$ cat src/rtl/fx_cmd_pkg.sv
// rtl/fx_cmd_pkg.sv - shared constants and state encoding for the fx command master
// FX_WR_ACK_EN adds the write-acknowledge state.
package fx_cmd_pkg;

   localparam logic [7:0] FX_SYNC   = 8'hA5;
   localparam logic [7:0] FX_CMD_WR = 8'h57;
   localparam logic [7:0] FX_CMD_RD = 8'h52;
   localparam logic [7:0] FX_ACK    = 8'h4B;

   typedef enum logic [3:0] {
      ST_IDLE,
      ST_CMD,
      ST_AH,
      ST_AL,
      ST_DAT,
      ST_WR,
      ST_RD,
      ST_RWAIT,
`ifdef FX_WR_ACK_EN
      ST_TX,
      ST_ACK
`else
      ST_TX
`endif
   } fx_state_e;

endpackage

$ cat src/rtl/fx_cmd_tmr.sv
// rtl/fx_cmd_tmr.sv - inter-byte timeout counter for the fx command parser
module fx_cmd_tmr #(
   parameter logic [15:0] TO_CYC = 16'd50000
) (
   input  logic clk_sys,
   input  logic rst_n,
   input  logic clr,
   input  logic en,
   output logic expire
);

   logic [15:0] cnt_q, cnt_d;

   // Held at zero whenever disabled, so every frame starts from a clean count.
   always_comb begin
      cnt_d = cnt_q;
      if (clr || !en) begin
         cnt_d = 16'd0;
      end else if (cnt_q != TO_CYC - 16'd1) begin
         cnt_d = cnt_q + 16'd1;
      end
   end

   always_ff @(posedge clk_sys or negedge rst_n) begin
      if (!rst_n) begin
         cnt_q <= 16'd0;
      end else begin
         cnt_q <= cnt_d;
      end
   end

   assign expire = en && (cnt_q == TO_CYC - 16'd1);

endmodule

$ cat src/rtl/fx_cmd_master.sv
// rtl/fx_cmd_master.sv - host byte-stream frame parser and fx bus master
// FX_WR_ACK_EN: when defined, each write is acknowledged with FX_ACK on tx.
module fx_cmd_master
   import fx_cmd_pkg::*;
#(
   parameter logic [15:0] TO_CYC = 16'd50000
) (
   input  logic        clk_sys,
   input  logic        rst_n,
   input  logic        rx_vld,
   input  logic [7:0]  rx_data,
   output logic        tx_vld,
   output logic [7:0]  tx_data,
   input  logic        tx_rdy,
   output logic [15:0] fx_waddr,
   output logic        fx_wr,
   output logic [7:0]  fx_data,
   output logic [15:0] fx_raddr,
   output logic        fx_rd,
   input  logic [7:0]  fx_q,
   output logic [7:0]  err_cnt
);

   fx_state_e   state_q, state_d;
   logic        is_wr_q, is_wr_d;
   logic [7:0]  ah_q, ah_d;
   logic [7:0]  al_q, al_d;
   logic [15:0] waddr_q, waddr_d;
   logic [7:0]  wdata_q, wdata_d;
   logic [15:0] raddr_q, raddr_d;
   logic        wr_q, wr_d;
   logic        rd_q, rd_d;
   logic        txv_q, txv_d;
   logic [7:0]  txd_q, txd_d;
   logic [7:0]  err_q, err_d;
   logic        err_inc;
   logic        tmr_en;
   logic        tmr_exp;

   fx_cmd_tmr #(.TO_CYC(TO_CYC)) u_tmr (
      .clk_sys (clk_sys),
      .rst_n   (rst_n),
      .clr     (rx_vld),
      .en      (tmr_en),
      .expire  (tmr_exp)
   );

   always_comb begin
      state_d = state_q;
      is_wr_d = is_wr_q;
      ah_d    = ah_q;
      al_d    = al_q;
      waddr_d = waddr_q;
      wdata_d = wdata_q;
      raddr_d = raddr_q;
      wr_d    = 1'b0;
      rd_d    = 1'b0;
      txv_d   = txv_q;
      txd_d   = txd_q;
      err_inc = 1'b0;
      tmr_en  = (state_q == ST_CMD) || (state_q == ST_AH) ||
                (state_q == ST_AL)  || (state_q == ST_DAT);

      // A received byte takes priority over a timeout landing in the same cycle.
      case (state_q)
         ST_IDLE: begin
            if (rx_vld && rx_data == FX_SYNC) state_d = ST_CMD;
         end
         ST_CMD: begin
            if (rx_vld) begin
               if (rx_data == FX_CMD_WR) begin
                  is_wr_d = 1'b1;
                  state_d = ST_AH;
               end else if (rx_data == FX_CMD_RD) begin
                  is_wr_d = 1'b0;
                  state_d = ST_AH;
               end else begin
                  err_inc = 1'b1;
                  state_d = ST_IDLE;
               end
            end else if (tmr_exp) begin
               err_inc = 1'b1;
               state_d = ST_IDLE;
            end
         end
         ST_AH: begin
            if (rx_vld) begin
               ah_d    = rx_data;
               state_d = ST_AL;
            end else if (tmr_exp) begin
               err_inc = 1'b1;
               state_d = ST_IDLE;
            end
         end
         ST_AL: begin
            if (rx_vld) begin
               if (is_wr_q) begin
                  al_d    = rx_data;
                  state_d = ST_DAT;
               end else begin
                  raddr_d = {ah_q, rx_data};
                  rd_d    = 1'b1;
                  state_d = ST_RD;
               end
            end else if (tmr_exp) begin
               err_inc = 1'b1;
               state_d = ST_IDLE;
            end
         end
         ST_DAT: begin
            if (rx_vld) begin
               waddr_d = {ah_q, al_q};
               wdata_d = rx_data;
               wr_d    = 1'b1;
               state_d = ST_WR;
            end else if (tmr_exp) begin
               err_inc = 1'b1;
               state_d = ST_IDLE;
            end
         end
         ST_WR: begin
`ifdef FX_WR_ACK_EN
            txv_d   = 1'b1;
            txd_d   = FX_ACK;
            state_d = ST_ACK;
`else
            state_d = ST_IDLE;
`endif
         end
         ST_RD: begin
            state_d = ST_RWAIT;
         end
         ST_RWAIT: begin
            txd_d   = fx_q;
            txv_d   = 1'b1;
            state_d = ST_TX;
         end
`ifdef FX_WR_ACK_EN
         ST_TX, ST_ACK: begin
`else
         ST_TX: begin
`endif
            if (tx_rdy) begin
               txv_d   = 1'b0;
               state_d = ST_IDLE;
            end
         end
         default: begin
            state_d = ST_IDLE;
         end
      endcase

      err_d = (err_inc && err_q != 8'hFF) ? err_q + 8'd1 : err_q;
   end

   always_ff @(posedge clk_sys or negedge rst_n) begin
      if (!rst_n) begin
         state_q <= ST_IDLE;
         is_wr_q <= 1'b0;
         ah_q    <= 8'd0;
         al_q    <= 8'd0;
         waddr_q <= 16'd0;
         wdata_q <= 8'd0;
         raddr_q <= 16'd0;
         wr_q    <= 1'b0;
         rd_q    <= 1'b0;
         txv_q   <= 1'b0;
         txd_q   <= 8'd0;
         err_q   <= 8'd0;
      end else begin
         state_q <= state_d;
         is_wr_q <= is_wr_d;
         ah_q    <= ah_d;
         al_q    <= al_d;
         waddr_q <= waddr_d;
         wdata_q <= wdata_d;
         raddr_q <= raddr_d;
         wr_q    <= wr_d;
         rd_q    <= rd_d;
         txv_q   <= txv_d;
         txd_q   <= txd_d;
         err_q   <= err_d;
      end
   end

   assign tx_vld   = txv_q;
   assign tx_data  = txd_q;
   assign fx_waddr = waddr_q;
   assign fx_wr    = wr_q;
   assign fx_data  = wdata_q;
   assign fx_raddr = raddr_q;
   assign fx_rd    = rd_q;
   assign err_cnt  = err_q;

endmodule

$ cat config.mk
export PLATFORM = sky130hd
export DESIGN_NAME = fx_cmd_master
export DESIGN_NICKNAME = d
export VERILOG_FILES = /design/src/rtl/fx_cmd_pkg.sv /design/src/rtl/fx_cmd_tmr.sv /design/src/rtl/fx_cmd_master.sv
export SDC_FILE = /design/constraint.sdc
export NUM_CORES = 1
export LEC_CHECK = 0
export CAP_MARGIN = 20
export CORE_ASPECT_RATIO = 0.7
export CORE_UTILIZATION = 50
export CTS_CLUSTER_DIAMETER = 200
export DETAILED_ROUTE_END_ITERATION = 8
export GPL_ROUTABILITY_DRIVEN = 1
export GPL_TIMING_DRIVEN = 0
export PLACE_DENSITY = 0.81
export SLEW_MARGIN = 10
export SYNTH_ARGS = -nofsm -noshare
export SYNTH_HDL_FRONTEND = slang
export SYNTH_HIERARCHICAL = 1
export SYNTH_SLANG_ARGS = --single-unit
$ cat constraint.sdc
create_clock -name clk_sys -period 6.1 [get_ports clk_sys]
set_clock_uncertainty 0.15 [all_clocks]
set_input_delay 1.22 -clock clk_sys [delete_from_list [all_inputs] [get_ports clk_sys]]
set_output_delay 1.22 -clock clk_sys [all_outputs]
set_load 0.005 [all_outputs]
==> results.cfg <==
[cells_and_area]
areaGrowthSynthToFinish_pct = 29.81
nNetsFinal = 469
finalNonFillerCells = 553
nFillCells = 615
layout_commonest_cell = dfrtp_1
antenna_cells = 0
final_cell_mix = 96 x dfrtp_1, 77 x clkdlybuf4s50_1, 61 x nand2_1
drive_gt1_frac = 0.1903

[logic_synthesis]
yosys_warnings = 6
ys_ff_latch = 96
syn_inst = 357
yosys_most_used_dff = dfrtp_1
async_flop_share = 1.000
yosysTopAreaCell = dfrtp_1
synth-edff-count = 0
synth_area_leaders = dfrtp_1 57%, mux2_2 8.8%, nand2_1 5.4%, mux2_4 3.5%, xor2_1 2.1%
yosysTopAreaCellShare = 0.5679
synth_area_um2 = 4230
synth_fp_nets = 379
syn_avg_cell_area_um2 = 11.85
ys_seq_area_frac = 0.5679
yosysUniqueCellTypes = 50

[placement]
hpwl_um = 6484
post-place-cells = 537
io_buffers = 78
routabilityCongestion = 0.8263

[critical_path]
crit_family = buffers and inverters
crit_path_end_kind = flip-flop
path_cells = clkdlybuf4s50_1, buf_6, nor3b_4, nand3_2, nor2_4, buf_12, mux2_4
start_kind = input pin
timing.critical_path.depth = 7
worstPathArrival_ns = 3.15
critPathBufInv = 3
max_stage_delay_ns = 0.52
critPathKind = in2reg
slowest_stage = clkdlybuf4s50_1
crit_fanout = 10
rr_worst_depth = 9
required_ns = 6.18

[pwr]
p_switching_uw = 295.4
seqPwrFrac = 0.486
p_sw_frac = 0.2217
vdd_drop_max_uv = 197.5
p_per_area_nw_per_um2 = 242.6
intPower_uw = 1037
power.share.clock = 0.463
comb_power_share = 0.051
p_leak_uw = 0.002580

[floorplanning]
die-width_um = 111.9
rows = 27
io_pins = 79
core_area_um2 = 8040
die_height_um = 78.96
dieArea_um2 = 8838
initial_core_util = 0.5261

[clock_network]
cts.path.max_buffers = 2
post_cts_resized = 0
cts_tree = built
path_clk_slew_ns = 0.07
cts_buffers = 9
cts_setup_buffers = 0
h-tree-depth = 3
root_buffer = clkbuf_16
clock_latency_ns = 0.35
ctsHoldBuffers = 0
cts_sinks = 96

[detailed_routing]
drc = 2
viasPerCell = 5.552
drt_wl_total_um = 9455
drt_iter0_drc = 146
ant_nets = 0
via_count = 3070
wl_per_cell_um = 17.10
firstDrtPassIters = 6

[sta]
report.final.slew_viol_count = 0
rsz0062_at_grt = no
fin_crit_sh = 0.5040
fmax_mhz = 325.3
timing.slew.headroom = 0.6544
setup_viol = 0
timing.setup.tns_ns = 0
worst_pin_slew_ns = 0.5184
hold_viol = 0
final.min_clock_period_ns = 3.075

[global_route]
grt_overflow = 0
grt_pass1_vias = 3187
antenna_found_initial = 0
grt_start_max_net_pins = 65
grt_pass1_wl_um = 16250
grtUsageTotal = 0.2400

[run]
drv_cap = 0

[min_path]
min_path_cells = 2
hold_class = reg2reg

[outcome]
outcome = finished with violations
violations = design-rule violations
[registers in the layout (all words and copies together), names as in the netlist, 4 cells and up]
signal       flops
err_cnt          8
ah_q             8
state_q          4
fx_raddr        16
al_q             8
fx_waddr        16
tx_data          8
fx_data          8
u_tmr/cnt_q     16
[worst paths after layout]
kind | to | slack (ns) | startpoint
max | fx_raddr[9] | 3.03 | rx_vld
min | fx_waddr[2] | 0.31 | al_q[2]
max reg2reg | err_cnt[1] | 3.61 | u_tmr/cnt_q[0]
min reg2reg | fx_waddr[2] | 0.31 | al_q[2]
max in group asynchronous | u_tmr/cnt_q[12] | 4.47 | rst_n
min in group asynchronous | fx_raddr[0] | 0.67 | rst_n
[synthesized netlist by cell type (2+ instances only)]
library cell  count
a21oi_1          11
nand2_1          61
mux2_4           10
nand2b_1          5
dfrtp_1          96
mux2i_1           2
nor4b_1           3
o31ai_1           3
mux2_2           33
nor2b_1           3
xnor2_1           8
nand3_1          12
xor2_1           10
or3_1             3
o21ai_0          10
o41ai_1           2
and4_1            5
clkbuf_1          3
and3_2            2
buf_6             2
nand4_1           9
ha_1              2
and3_1            5
nand2_4           2
nor2_1           17
nor2_2            2
o211ai_1          3
inv_1             5
nand3_2           2
buf_2             6
[power groups by stage]
stage | Combinational, uW | Sequential, uW | Clock, uW
after floorplan | 24.3 | 659 | 0
after global placement | 65.0 | 659 | 0
after detailed placement | 69.1 | 659 | 0
after CTS | 69.9 | 647 | 627
after global routing | 76.7 | 648 | 647
final | 68.5 | 647 | 617
[routing by layer]
layer,share of wire,GRT usage
met1,0.46,0.3127
met2,0.47,0.3832
met3,0.059,0.08015
met4,0.0065,0.07333
met5,0,0
[worst min-delay path, stage by stage, from the launching register on]
cell	delay [ns]
dfrtp_1	0.34
nand2_1	0.05
nand2_1	0.05
[cells by family (layout without fill, tap and decap cells)]
group	count (synthesis)	after routing	synth area share
AO/OA/AOI/OAI	31	31	0.04496
multiplexers	45	45	0.1281
AND/OR/NAND/NOR	146	146	0.1899
flip-flops	96	96	0.5679
adder cells (fa/ha/maj)	2	2	0.005914
XOR/XNOR	18	18	0.03727
buffers and inverters	19	114	0.02603
[metrics by stage]
stage	util	total power (uW)	instance area [um^2]	worst slack, ns	hold slack (ns)
2_1_floorplan	-	683.2	4230	3.401	0.2831
3_3_place_gp	0.6390	724.2	5137	0.2510	0.2982
3_5_place_dp	0.6421	728.5	5162	2.687	0.3009
4_1_cts	0.6830	1344	5492	3.038	0.3157
5_1_grt	0.6830	1371	5492	2.950	0.3435
6_report	0.6830	1332	5492	3.025	0.3146
[final cells by class]
type | count | area (um^2) | share of cell area
multi-input cells | 242 | 1718 | 0.3128
clock inverters | 7 | 103.9 | 0.01891
well taps | 101 | 126.4 | 0.02301
flip-flops and latches | 96 | 2402 | 0.4375
clock buffers | 9 | 225.2 | 0.04101
repair buffers | 79 | 805.8 | 0.1467
plain buffers | 13 | 87.58 | 0.01595
inverters | 6 | 22.52 | 0.004101
No activity file was read; power rests on OpenSTA's default activity.
